File: src/rtl/br_pkg.sv
// Shared types and constants for the branch prediction unit.
// Contents: condition-code encodings, PHT counter constants, the
// {zr,ov,neg} flag vector and a condition evaluation helper.
package br_pkg;

    typedef enum logic [2:0] {
        CC_NE   = 3'b000,
        CC_EQ   = 3'b001,
        CC_GT   = 3'b010,
        CC_LT   = 3'b011,
        CC_GTE  = 3'b100,
        CC_LTE  = 3'b101,
        CC_OVFL = 3'b110,
        CC_UNC  = 3'b111
    } cc_e;

    localparam logic [1:0] PHT_RST = 2'b01;
    localparam logic [1:0] SAT_MAX = 2'd3;
    localparam logic [1:0] SAT_MIN = 2'd0;

    typedef struct packed {
        logic zr;
        logic ov;
        logic neg;
    } flags_t;

    // Branch-taken decision for a condition code against the flag registers.
    function automatic logic cc_eval(input cc_e cc, input flags_t f);
        logic res;
        res = 1'b0;
        case (cc)
            CC_NE:   res = ~f.zr;
            CC_EQ:   res = f.zr;
            CC_GT:   res = ~f.zr & ~f.neg;
            CC_LT:   res = f.neg;
            CC_GTE:  res = f.zr | ~f.neg;
            CC_LTE:  res = f.neg | f.zr;
            CC_OVFL: res = f.ov;
            CC_UNC:  res = 1'b1;
            default: res = 1'b0;
        endcase
        return res;
    endfunction

endpackage

File: src/rtl/br_pht.sv
// Pattern history table of 2-bit saturating counters.
// Ports:
//   clk, rst        clock, async active-high reset (counters -> weakly not-taken)
//   lookup_idx_i    fetch-side index; pred_taken_o is counter MSB (pre-update value)
//   upd_en_i        update the counter at upd_idx_i on the next edge
//   upd_idx_i       index of the resolving branch
//   upd_taken_i     resolved direction: increment when 1, decrement when 0
module br_pht
    import br_pkg::*;
#(
    parameter  int unsigned ENTRIES = 64,
    localparam int unsigned IDX_W   = $clog2(ENTRIES)
) (
    input  logic             clk,
    input  logic             rst,
    input  logic [IDX_W-1:0] lookup_idx_i,
    output logic             pred_taken_o,
    input  logic             upd_en_i,
    input  logic [IDX_W-1:0] upd_idx_i,
    input  logic             upd_taken_i
);

    logic [1:0] cnt_q [ENTRIES];
    logic [1:0] cnt_d [ENTRIES];

    // Lookup reads registered state only, so a same-cycle update is not visible.
    assign pred_taken_o = cnt_q[lookup_idx_i][1];

    // Saturating counter update for the resolving branch.
    always_comb begin
        cnt_d = cnt_q;
        if (upd_en_i) begin
            if (upd_taken_i) begin
                if (cnt_q[upd_idx_i] != SAT_MAX) begin
                    cnt_d[upd_idx_i] = cnt_q[upd_idx_i] + 2'd1;
                end
            end else begin
                if (cnt_q[upd_idx_i] != SAT_MIN) begin
                    cnt_d[upd_idx_i] = cnt_q[upd_idx_i] - 2'd1;
                end
            end
        end
    end

    always_ff @(posedge clk or posedge rst) begin
        if (rst) begin
            for (int unsigned i = 0; i < ENTRIES; i++) begin
                cnt_q[i] <= PHT_RST;
            end
        end else begin
            cnt_q <= cnt_d;
        end
    end

endmodule

File: src/rtl/br_pred_unit.sv
// Branch resolution, direction prediction and flag save/restore stack.
// Ports:
//   clk, rst, stall                  clock, async active-high reset, global freeze
//   clk_z_ID_EX / clk_nv_ID_EX       latch zr / latch ov,neg into the flag registers
//   br_instr/jmp_imm/jmp_reg_ID_EX   instruction class in EX
//   cc_ID_EX, zr, ov, neg            condition code and ALU flags
//   pc_IF, pc_ID_EX                  fetch PC (lookup) and EX PC (update)
//   pred_taken_ID_EX                 prediction that travelled with the EX instruction
//   flag_push / flag_pop             save / restore flags (interrupt entry / return)
//   flow_change_ID_EX                take branch/jump (combinational)
//   mispredict_ID_EX                 branch direction differs from prediction (combinational)
//   pred_taken_IF                    prediction for pc_IF
//   zr/ov/neg_EX_DM                  flag registers
//   stack_empty, stack_full          stack occupancy status
//   stack_err                        sticky overflow/underflow
module br_pred_unit
    import br_pkg::*;
#(
    parameter int unsigned PC_W        = 16,
    parameter int unsigned PHT_ENTRIES = 64,
    parameter int unsigned STACK_DEPTH = 4
) (
    input  logic            clk,
    input  logic            rst,
    input  logic            stall,
    input  logic            clk_z_ID_EX,
    input  logic            clk_nv_ID_EX,
    input  logic            br_instr_ID_EX,
    input  logic            jmp_imm_ID_EX,
    input  logic            jmp_reg_ID_EX,
    input  logic [2:0]      cc_ID_EX,
    input  logic            zr,
    input  logic            ov,
    input  logic            neg,
    input  logic [PC_W-1:0] pc_IF,
    input  logic [PC_W-1:0] pc_ID_EX,
    input  logic            pred_taken_ID_EX,
    input  logic            flag_push,
    input  logic            flag_pop,
    output logic            flow_change_ID_EX,
    output logic            mispredict_ID_EX,
    output logic            pred_taken_IF,
    output logic            zr_EX_DM,
    output logic            ov_EX_DM,
    output logic            neg_EX_DM,
    output logic            stack_empty,
    output logic            stack_full,
    output logic            stack_err
);

    localparam int unsigned IDX_W = $clog2(PHT_ENTRIES);
    localparam int unsigned CNT_W = $clog2(STACK_DEPTH + 1);
    localparam int unsigned SP_W  = (STACK_DEPTH > 1) ? $clog2(STACK_DEPTH) : 1;

    flags_t           flags_q, flags_d;
    logic [CNT_W-1:0] cnt_q, cnt_d;
    logic             err_q, err_d;
    flags_t           stack_q [STACK_DEPTH];

    logic             stk_we;
    logic [SP_W-1:0]  stk_widx;
    flags_t           stk_wdata;
    logic [SP_W-1:0]  top_idx;
    logic [SP_W-1:0]  push_idx;
    logic             empty_c, full_c;
    logic             pht_upd_en;

    // Only the low PC bits index the PHT; higher bits alias.
    if (PC_W > IDX_W) begin : g_pc_hi
        logic unused_pc_hi;
        assign unused_pc_hi = ^{pc_IF[PC_W-1:IDX_W], pc_ID_EX[PC_W-1:IDX_W]};
    end

    // Branch/jump resolution against the registered flags.
    assign flow_change_ID_EX = br_instr_ID_EX ? cc_eval(cc_e'(cc_ID_EX), flags_q)
                                              : (jmp_imm_ID_EX | jmp_reg_ID_EX);
    assign mispredict_ID_EX  = br_instr_ID_EX & (flow_change_ID_EX ^ pred_taken_ID_EX);

    assign pht_upd_en = br_instr_ID_EX & ~stall;

    br_pht #(
        .ENTRIES (PHT_ENTRIES)
    ) u_pht (
        .clk          (clk),
        .rst          (rst),
        .lookup_idx_i (pc_IF[IDX_W-1:0]),
        .pred_taken_o (pred_taken_IF),
        .upd_en_i     (pht_upd_en),
        .upd_idx_i    (pc_ID_EX[IDX_W-1:0]),
        .upd_taken_i  (flow_change_ID_EX)
    );

    assign empty_c  = (cnt_q == '0);
    assign full_c   = (cnt_q == CNT_W'(STACK_DEPTH));
    assign top_idx  = SP_W'(cnt_q - CNT_W'(1));
    assign push_idx = SP_W'(cnt_q);

    // Flag latching and stack control; pop/swap writes override ALU latching.
    always_comb begin
        flags_d   = flags_q;
        cnt_d     = cnt_q;
        err_d     = err_q;
        stk_we    = 1'b0;
        stk_widx  = push_idx;
        stk_wdata = flags_q;
        if (!stall) begin
            if (clk_z_ID_EX) begin
                flags_d.zr = zr;
            end
            if (clk_nv_ID_EX) begin
                flags_d.ov  = ov;
                flags_d.neg = neg;
            end
            if (flag_push && flag_pop && !empty_c) begin
                // Swap: top takes current flags, flags take old top.
                stk_we   = 1'b1;
                stk_widx = top_idx;
                flags_d  = stack_q[top_idx];
            end else if (flag_push) begin
                if (full_c) begin
                    err_d = 1'b1;
                end else begin
                    stk_we = 1'b1;
                    cnt_d  = cnt_q + CNT_W'(1);
                end
            end else if (flag_pop) begin
                if (empty_c) begin
                    err_d = 1'b1;
                end else begin
                    flags_d = stack_q[top_idx];
                    cnt_d   = cnt_q - CNT_W'(1);
                end
            end
        end
    end

    always_ff @(posedge clk or posedge rst) begin
        if (rst) begin
            flags_q <= '0;
            cnt_q   <= '0;
            err_q   <= 1'b0;
        end else begin
            flags_q <= flags_d;
            cnt_q   <= cnt_d;
            err_q   <= err_d;
        end
    end

    // Stack storage holds no reset value; a reset clears the count, so stale entries are never read.
    always_ff @(posedge clk) begin
        if (stk_we) begin
            stack_q[stk_widx] <= stk_wdata;
        end
    end

    assign zr_EX_DM    = flags_q.zr;
    assign ov_EX_DM    = flags_q.ov;
    assign neg_EX_DM   = flags_q.neg;
    assign stack_empty = empty_c;
    assign stack_full  = full_c;
    assign stack_err   = err_q;

endmodule

File: config.mk
export PLATFORM = sky130hd
export DESIGN_NAME = br_pred_unit
export DESIGN_NICKNAME = d
export VERILOG_FILES = /design/src/rtl/br_pkg.sv /design/src/rtl/br_pht.sv /design/src/rtl/br_pred_unit.sv
export SDC_FILE = /design/constraint.sdc
export NUM_CORES = 1
export LEC_CHECK = 0
export BUFFER_PORTS_ARGS = -buffer_cell sky130_fd_sc_hd__buf_2
export CAP_MARGIN = 20
export CORE_ASPECT_RATIO = 0.8
export CORE_MARGIN = 3
export CORE_UTILIZATION = 40
export CTS_CLUSTER_SIZE = 24
export DETAILED_ROUTE_END_ITERATION = 6
export SLEW_MARGIN = 20
export SYNTH_ARGS = -nofsm -noshare
export SYNTH_HDL_FRONTEND = slang
export SYNTH_HIERARCHICAL = 1
export SYNTH_SLANG_ARGS = --single-unit
File: constraint.sdc
create_clock -name clk -period 5.2 [get_ports clk]
set_input_delay 0.52 -clock clk [delete_from_list [all_inputs] [get_ports clk]]
set_output_delay 0.52 -clock clk [all_outputs]
set_load 0.1 [all_outputs]
==> impl_metrics.ini, run 1 <==
[run_status]
status = finished clean

[clock_tree]
cts_tree = done
htree_levels = 4
cts_hold_buf = 0
clk_pin_slew_ps = 60
cts_setup_buffers = 0
clkSinkCount = 147
max-clock-path-buffers = 2
ctsResizeCount = 0
clkLatencyLatePin_ps = 420
numCtsBuffers = 17
cts_root_buf = clkbuf_16

[cells_and_area]
nFillCells = 1773
nets = 730
seq_area_um2 = 3819
n_antenna_cell = 0
multi_input_area_um2 = 3980
layout-drive-gt1-share = 0.4746
layout_common_cells = mux2_2, nor2_1, dfrtp_1, dfstp_2, buf_2
syn2layout_area_growth_pct = 12.55
fin_util = 0.4688
final_cells = 947
final_common_cell = mux2_2

[critical_path]
path_delay_family = buffers and inverters
crit_path_max_fanout = 17
critPathSlowestCell = clkinv_1
path_buf_inv = 4
path_class = input pin to register
crit_required_ps = 5510
path_cells = buf_2 > clkinv_1 > a221oi_1 > o221a_2 > a2bb2oi_2 > buf_4 > nand4_1 > ha_1 > mux2_2 > nor3b_1 > buf_4 > nand2_1 > nor2_1 > mux2_2
ff2ff_setup_slack_ps = 1210
critPathCaptureType = register
critPathLaunchType = input pin
max_stage_delay_ps = 530
worstPathArrival_ps = 4600

[synth]
yosysSeqAreaShare = 0.4733
synth_top_family_by_area = multiplexers
yosys.area_share.adder = 0.008995
synth_cell_types = 64
synthMuxAreaShare = 0.3047
synth_edf_count = 12
synth_async_sr_flop_share = 0.9184
synth-xor-area-share = 0.005428
syn_inst = 644
yosysWarnings = 6
synth_compound_area_frac = 0.07553
ys_seq_elements = 147
synthSimpleGateAreaFrac = 0.09739
synth.net_count = 698
ys.flop_type = dfrtp_1
syn_avg_cell_area_um2 = 12.53
synth_area_um2 = 8068

[sta]
fin_setup_tns_ps = 0
slew_headroom = 0.4434
worst_slew_pin_slew_ps = 833.9
finalClockSkew_ps = 9.023
fin_hold_ws_ps = 69.21
finalSetupViolCount = 0
layout_min_cycle_time_ps = 4295
rsz0062_at_grt = false
hold_viol = 0
drv_slew = 0
max_freq_mhz = 232.8
min_period_over_period = 0.8260

[power]
cellLeakagePower_uw = 0.003760
p_per_area_nw_per_um2 = 413.7
power_uw = 3757
ir_worst_vdd_mv = 0.3010

[global_routing]
grt_pass1_vias = 5715
antenna_found_initial = 0
grt_max_degree = 83
globalRouteOverflowTotal = 0
groute.usage.overall = 0.2015
grt_pass1_wl_um = 33420

[hold_path]
hold_class = input pin to async pin

[placement]
gp_congestion = 0.9202
dp_hpwl_um = 15120
port-buffer-count = 37
placed_cells = 915

[run]
maxCapViolCount = 0

[detailed_routing]
drt_wl_total_um = 21350
first_pass_iters = 5
ant_nets = 0
drcViolationCount = 0
vias = 5516
wl_per_cell_um = 22.54
drtIter0Drc = 452
viasPerCell = 5.825

[die]
fp.dieW_um = 164.8
ios = 58
core_um2 = 19370
dieHeight_um = 133.0
initial_core_util = 0.4165
rows = 45
dieArea_um2 = 21920
[per-stage QoR]
step / setup WS [ps] / area [um^2]
floorplan: 254.5 / 8068
global placement: 448.4 / 8481
detailed placement: 531.4 / 8483
CTS: 976.9 / 9077
global route: 668.7 / 9080
finish: 904.7 / 9080
[worst reg2reg max path, delay by kind of cell (launching register included)]
kind            cells  cell delay (ps)
compound gates      2              360
fa+ha+maj           1              180
buf+inv             1              170
flops               1              410
mux                 4             1440
simple gates        4             1310
[per-layer routing]
layer	GRT usage	wire length (um)
met2	0.3005	9856
met1	0.2868	9608
met5	0	0
met4	0.04611	161
met3	0.06479	1721
[Yosys cell counts (8+ instances only)]
library cell,instances,area share
a21oi_1,8,0.0050
a221oi_1,9,0.0098
a22oi_1,12,0.011
buf_2,12,0.0074
clkbuf_1,17,0.0079
dfrtp_1,71,0.22
dfstp_2,64,0.21
edfxtp_1,12,0.045
inv_1,10,0.0047
mux2_2,134,0.19
mux2i_1,27,0.033
mux4_2,29,0.081
nand2_1,33,0.015
nor2_1,80,0.037
nor2b_1,10,0.0078
o21ai_0,8,0.0050
[path summary, 6_finish.rpt]
check | startpoint | to | cells past startpoint
worst min register to register | stack_err | stack_err | 1
min in group clk | neg | neg_EX_DM | 3
worst max-delay path | pc_ID_EX[2] | u_pht/cnt_q[19] | 14
max in group asynchronous | rst | async pin | 3
worst max register to register | u_pht/cnt_q[47] | u_pht/cnt_q[19] | 12
worst min-delay path | rst | ov_EX_DM | 2
[power by group]
group / switching [uW] / internal, uW
clock network: 485 / 754
registers: 160 / 1400
logic: 591 / 368
total: 1240 / 2520
[final cells by class]
class	count	area share
clock buffer	19	0.04768
clock inverter	13	0.01778
inverter	11	0.005099
multi-input combinational	446	0.4383
sequential	147	0.4206
tap	258	0.03555
timing repair buffer	53	0.03500
[kinds of logic (layout without fill, tap and decap cells)]
logic type,after synthesis,in the layout
fa+ha+maj,6,6
simple gates,167,167
xor+xnor,5,5
mux,191,191
buf+inv,51,96
flops,147,147
compound gates,77,77
Power figures use the tool's default switching activity.
==> run 2: changes to the inputs <==
- clock period: 5.2 -> 4.1 ns (I/O delays scaled with it)
==> impl_metrics.ini, run 2 (synthesized netlist as in run 1, its figures left out) <==
[clock_tree]
clk_pin_slew_ps = 60
clkLatencyLatePin_ps = 420
htree_levels = 4
numCtsBuffers = 17
cts_root_buf = clkbuf_16
cts_tree = done
cts_setup_buffers = 0
clkSinkCount = 147
max-clock-path-buffers = 2

[placement]
port-buffer-count = 37
dpl_cell_area_um2 = 8765
dp_hpwl_um = 15390
gp_congestion = 0.8900

[cells_and_area]
layout-drive-gt1-share = 0.4958
layout_common_cells = mux2_2, nor2_1, dfrtp_1, dfstp_2, buf_4
multi_input_area_um2 = 3989
final_design_area_no_fill_um2 = 9349
final_common_cell = mux2_2
seq_area_um2 = 3819
n_antenna_cell = 0
nFillCells = 1741
syn2layout_area_growth_pct = 15.88
nets = 759

[critical_path]
path_buf_inv = 1
path_delay_family = multiplexers
path_class = register to register
crit_path_max_fanout = 7
critPathLaunchType = register
critPathSlowestCell = mux4_1
max_stage_delay_ps = 520
cp_common_cell = mux2_2
worstPathArrival_ps = 4260
crit_required_ps = 4400
critPathCaptureType = register
path_cells = mux4_1 > mux2i_1 > o22ai_1 > a211oi_2 > or3b_1 > ha_1 > mux2_2 > nor3b_2 > buf_4 > nand2_1 > nor2_1 > mux2_2

[die]
initial_core_util = 0.4165
core_um2 = 19370
rows = 45
dieHeight_um = 133.0
ios = 58
fp.dieW_um = 164.8
dieArea_um2 = 21920

[power]
ir_worst_vdd_mv = 0.3674
intPower_uw = 3124
pwr-share-seq = 0.419
share_comb_of_total_power = 0.263
clockPowerShare = 0.318
p_per_area_nw_per_um2 = 504.9
sw_frac_of_total = 0.3381
cellLeakagePower_uw = 0.003903
netSwitchingPower_uw = 1596

[detailed_routing]
wl_per_cell_um = 21.85
drt_wl_total_um = 21320
drcViolationCount = 0
ant_nets = 0
vias = 5616
first_pass_iters = 5
drtIter0Drc = 439
viasPerCell = 5.754

[global_routing]
globalRouteOverflowTotal = 0
grt_pass1_vias = 5836
groute.usage.overall = 0.2002
antenna_found_initial = 0
grt_pass1_wl_um = 33440
grt_max_degree = 58

[sta]
hold_viol = 0
layout_min_cycle_time_ps = 3961
fin_setup_tns_ps = 0
rsz0062_at_grt = false
finalSetupViolCount = 0
max_freq_mhz = 252.5
min_period_over_period = 0.9661
finalClockSkew_ps = 11.09
drv_slew = 0
slew_headroom = 0.5220
worst_slew_pin_slew_ps = 717.0

[run]
maxCapViolCount = 0

[hold_path]
hold_class = input pin to register

[run_status]
status = finished clean
## run 2: cell count changes in the layout (fill, tap and decap cells not counted), sizes merged
cell,before,now
dlygate4sd3,0,1
inv,11,14
clkinvlp,2,3
clkinv,8,5
bufinv,3,1
buf,53,81
clkbuf,19,20
## run 2: what timing repair did
item                                   CTS  global route
resized for setup                        0             1
endpoints found under the hold margin    7             0
setup endpoints to repair                0            28
hold buffers                             1             0
## run 2: area by class of cell
cell class,instances,area share
clock buffers,20,0.04778
clock inverters,12,0.01325
inverters,11,0.005086
repair buffers,82,0.06424
flip-flops and latches,147,0.4085
well taps,258,0.03453
multi-input cells,446,0.4267
## run 2: stage by stage
stage,utilization,worst slack [ps],instances,hold slack [ps],total power (uW)
finish,0.4827,139.0,976,303.2,4720
detailed placement,0.4525,-277.2,943,407.8,3236
global placement,0.4525,-233.1,943,392.0,3191
global route,0.4827,34.23,976,319.6,4938
floorplan,-,111.2,644,213.4,2897
CTS,0.4825,161.5,976,298.9,4754
## run 2: path summary, 6_finish.rpt
kind	startpoint	to	slack [ps]	cells past startpoint
worst max-delay path	u_pht/cnt_q[43]	u_pht/cnt_q[125]	140	12
worst min-delay path	stall	zr_EX_DM	300	2
worst max register to register	u_pht/cnt_q[43]	u_pht/cnt_q[125]	140	12
worst min register to register	stack_err	stack_err	470	1
max in group asynchronous	rst	async pin	2400	4
min in group asynchronous	rst	cnt_q[2]	530	3
## run 2: metal layers
layer / global-route usage / vias up / routed length [um] / share of wire
li1: - / 2515 / - / -
met1: 0.2890 / 2871 / 9794 / 0.46
met2: 0.3051 / 200 / 9812 / 0.46
met3: 0.04538 / 30 / 1352 / 0.063
met4: 0.05170 / 0 / 364 / 0.017
met5: 0 / - / 0 / 0
## run 2: power by group through the flow
stage	sequential (uW)	clock, uW	combinational [uW]
floorplan	2050	0	850
global placement	1980	0	1210
detailed placement	2000	0	1240
CTS	1970	1530	1240
global route	2010	1600	1330
finish	1980	1500	1240
## run 2: worst register-to-register path: stages, from the launching register on
cell	delay, ps
dfrtp_1	410
mux4_1	520
mux2i_1	260
o22ai_1	150
a211oi_2	220
or3b_1	380
ha_1	190
mux2_2	290
nor3b_2	300
buf_4	170
nand2_1	310
nor2_1	300
mux2_2	360
==> run 3: changes to the inputs <==
- CTS_BUF_LIST: unset -> sky130_fd_sc_hd__clkbuf_16
==> impl_metrics.ini, run 3 (synthesized netlist as in run 1, its figures left out) <==
[run_status]
status = finished clean

[power]
intPower_uw = 3100
cellLeakagePower_uw = 0.003906
clockPowerShare = 0.315
p_per_area_nw_per_um2 = 503.1
pwr-share-seq = 0.421
share_comb_of_total_power = 0.265
sw_frac_of_total = 0.3401
power_uw = 4698
netSwitchingPower_uw = 1598
ir_worst_vdd_mv = 0.3674

[sta]
finalSetupViolCount = 0
hold_viol = 0
max_freq_mhz = 252.8
finalClockSkew_ps = 11.13
fin_setup_tns_ps = 0
worst_slew_pin_slew_ps = 716.6
min_period_over_period = 0.9648
rsz0062_at_grt = false
drv_slew = 0
layout_min_cycle_time_ps = 3956
slew_headroom = 0.5222

[global_routing]
grt_max_degree = 58
antenna_found_initial = 0
groute.usage.overall = 0.2002
grt_pass1_wl_um = 33440
globalRouteOverflowTotal = 0
grt_pass1_vias = 5836

[run]
maxCapViolCount = 0

[cells_and_area]
final_cells = 976
n_antenna_cell = 0
layout-drive-gt1-share = 0.4944
nFillCells = 1742
fin_util = 0.4822
final_design_area_no_fill_um2 = 9339
layout_common_cells = mux2_2, nor2_1, dfrtp_1, dfstp_2, buf_4
syn2layout_area_growth_pct = 15.76
final_common_cell = mux2_2
nets = 759

[die]
initial_core_util = 0.4165
dieHeight_um = 133.0
ios = 58
dieArea_um2 = 21920
rows = 45
core_um2 = 19370
fp.dieW_um = 164.8

[placement]
port-buffer-count = 37
gp_congestion = 0.8900
dp_hpwl_um = 15390
placed_cells = 943
dpl_cell_area_um2 = 8765

[detailed_routing]
wl_per_cell_um = 21.85
ant_nets = 0
drcViolationCount = 0
drtIter0Drc = 427
vias = 5630
viasPerCell = 5.768
first_pass_iters = 5
drt_wl_total_um = 21320

[critical_path]
critPathSlowestCell = mux4_1
worstPathArrival_ps = 4260
crit_required_ps = 4400
critPathCaptureType = register
ff2ff_setup_slack_ps = 140
path_class = register to register
path_delay_family = multiplexers
cp_common_cell = mux2_2
path_cells = mux4_1 > mux2i_1 > o22ai_1 > a211oi_2 > or3b_1 > ha_1 > mux2_2 > nor3b_2 > buf_4 > nand2_1 > nor2_1 > mux2_2
crit_path_max_fanout = 7
critPathLaunchType = register
path_buf_inv = 1
max_stage_delay_ps = 520

[clock_tree]
cts_root_buf = clkbuf_16
max-clock-path-buffers = 2
htree_levels = 4
cts_setup_buffers = 0
clkLatencyLatePin_ps = 420
numCtsBuffers = 17
cts_tree = done
clk_pin_slew_ps = 60
clkSinkCount = 147

[hold_path]
hold_class = input pin to register
-- run 3: path summary, 6_finish.rpt --
path                                  from               end  cells after the start
max                        u_pht/cnt_q[43]  u_pht/cnt_q[125]                     12
min                                  stall          zr_EX_DM                      2
max reg2reg                u_pht/cnt_q[43]  u_pht/cnt_q[125]                     12
min reg2reg                      stack_err         stack_err                      1
max in group asynchronous              rst         async pin                      4
min in group asynchronous              rst          cnt_q[2]                      3
-- run 3: through the flow --
stage	hold slack [ps]	setup WS (ps)
final	302.9	144.1
after global routing	319.5	34.23
after CTS	298.6	161.5
after detailed placement	407.8	-277.2
after global placement	392.0	-233.1
after floorplan	213.4	111.2
-- run 3: area by class of cell --
class / count / area (um^2) / share of cell area
inverter: 11 / 47.55 / 0.005091
clock buffer: 17 / 425.4 / 0.04555
clock inverter: 15 / 135.1 / 0.01447
multi-input combinational: 446 / 3989 / 0.4271
sequential: 147 / 3819 / 0.4089
tap: 258 / 322.8 / 0.03457
timing repair buffer: 82 / 600.6 / 0.06431
-- run 3: power by group through the flow --
stage / clock, uW / combinational (uW) / sequential, uW
after floorplan: 0 / 850 / 2050
after global placement: 0 / 1210 / 1980
after detailed placement: 0 / 1240 / 2000
after CTS: 1510 / 1240 / 1970
after global routing: 1580 / 1330 / 2010
final: 1480 / 1240 / 1980
-- run 3: metal layers --
layer	part of all wire	wire length [um]	track usage	vias to the layer above
li1	-	-	-	2514
met1	0.46	9807	0.2890	2892
met2	0.46	9835	0.3051	197
met3	0.063	1343	0.04538	27
met4	0.016	337	0.05170	0
met5	0	0	0	-
-- run 3: timing repair --
| action | 4_1_cts | 5_1_grt |
|---|---|---|
| resized for setup | 0 | 1 |
| setup endpoints to repair | 0 | 28 |
| hold buffers | 1 | 0 |
| hold endpoints to repair | 7 | 0 |
-- run 3: worst reg2reg max path, stage by stage (launching register included) --
cell	delay [ps]
dfrtp_1	410
mux4_1	520
mux2i_1	260
o22ai_1	150
a211oi_2	220
or3b_1	380
ha_1	190
mux2_2	290
nor3b_2	300
buf_4	170
nand2_1	310
nor2_1	300
mux2_2	360
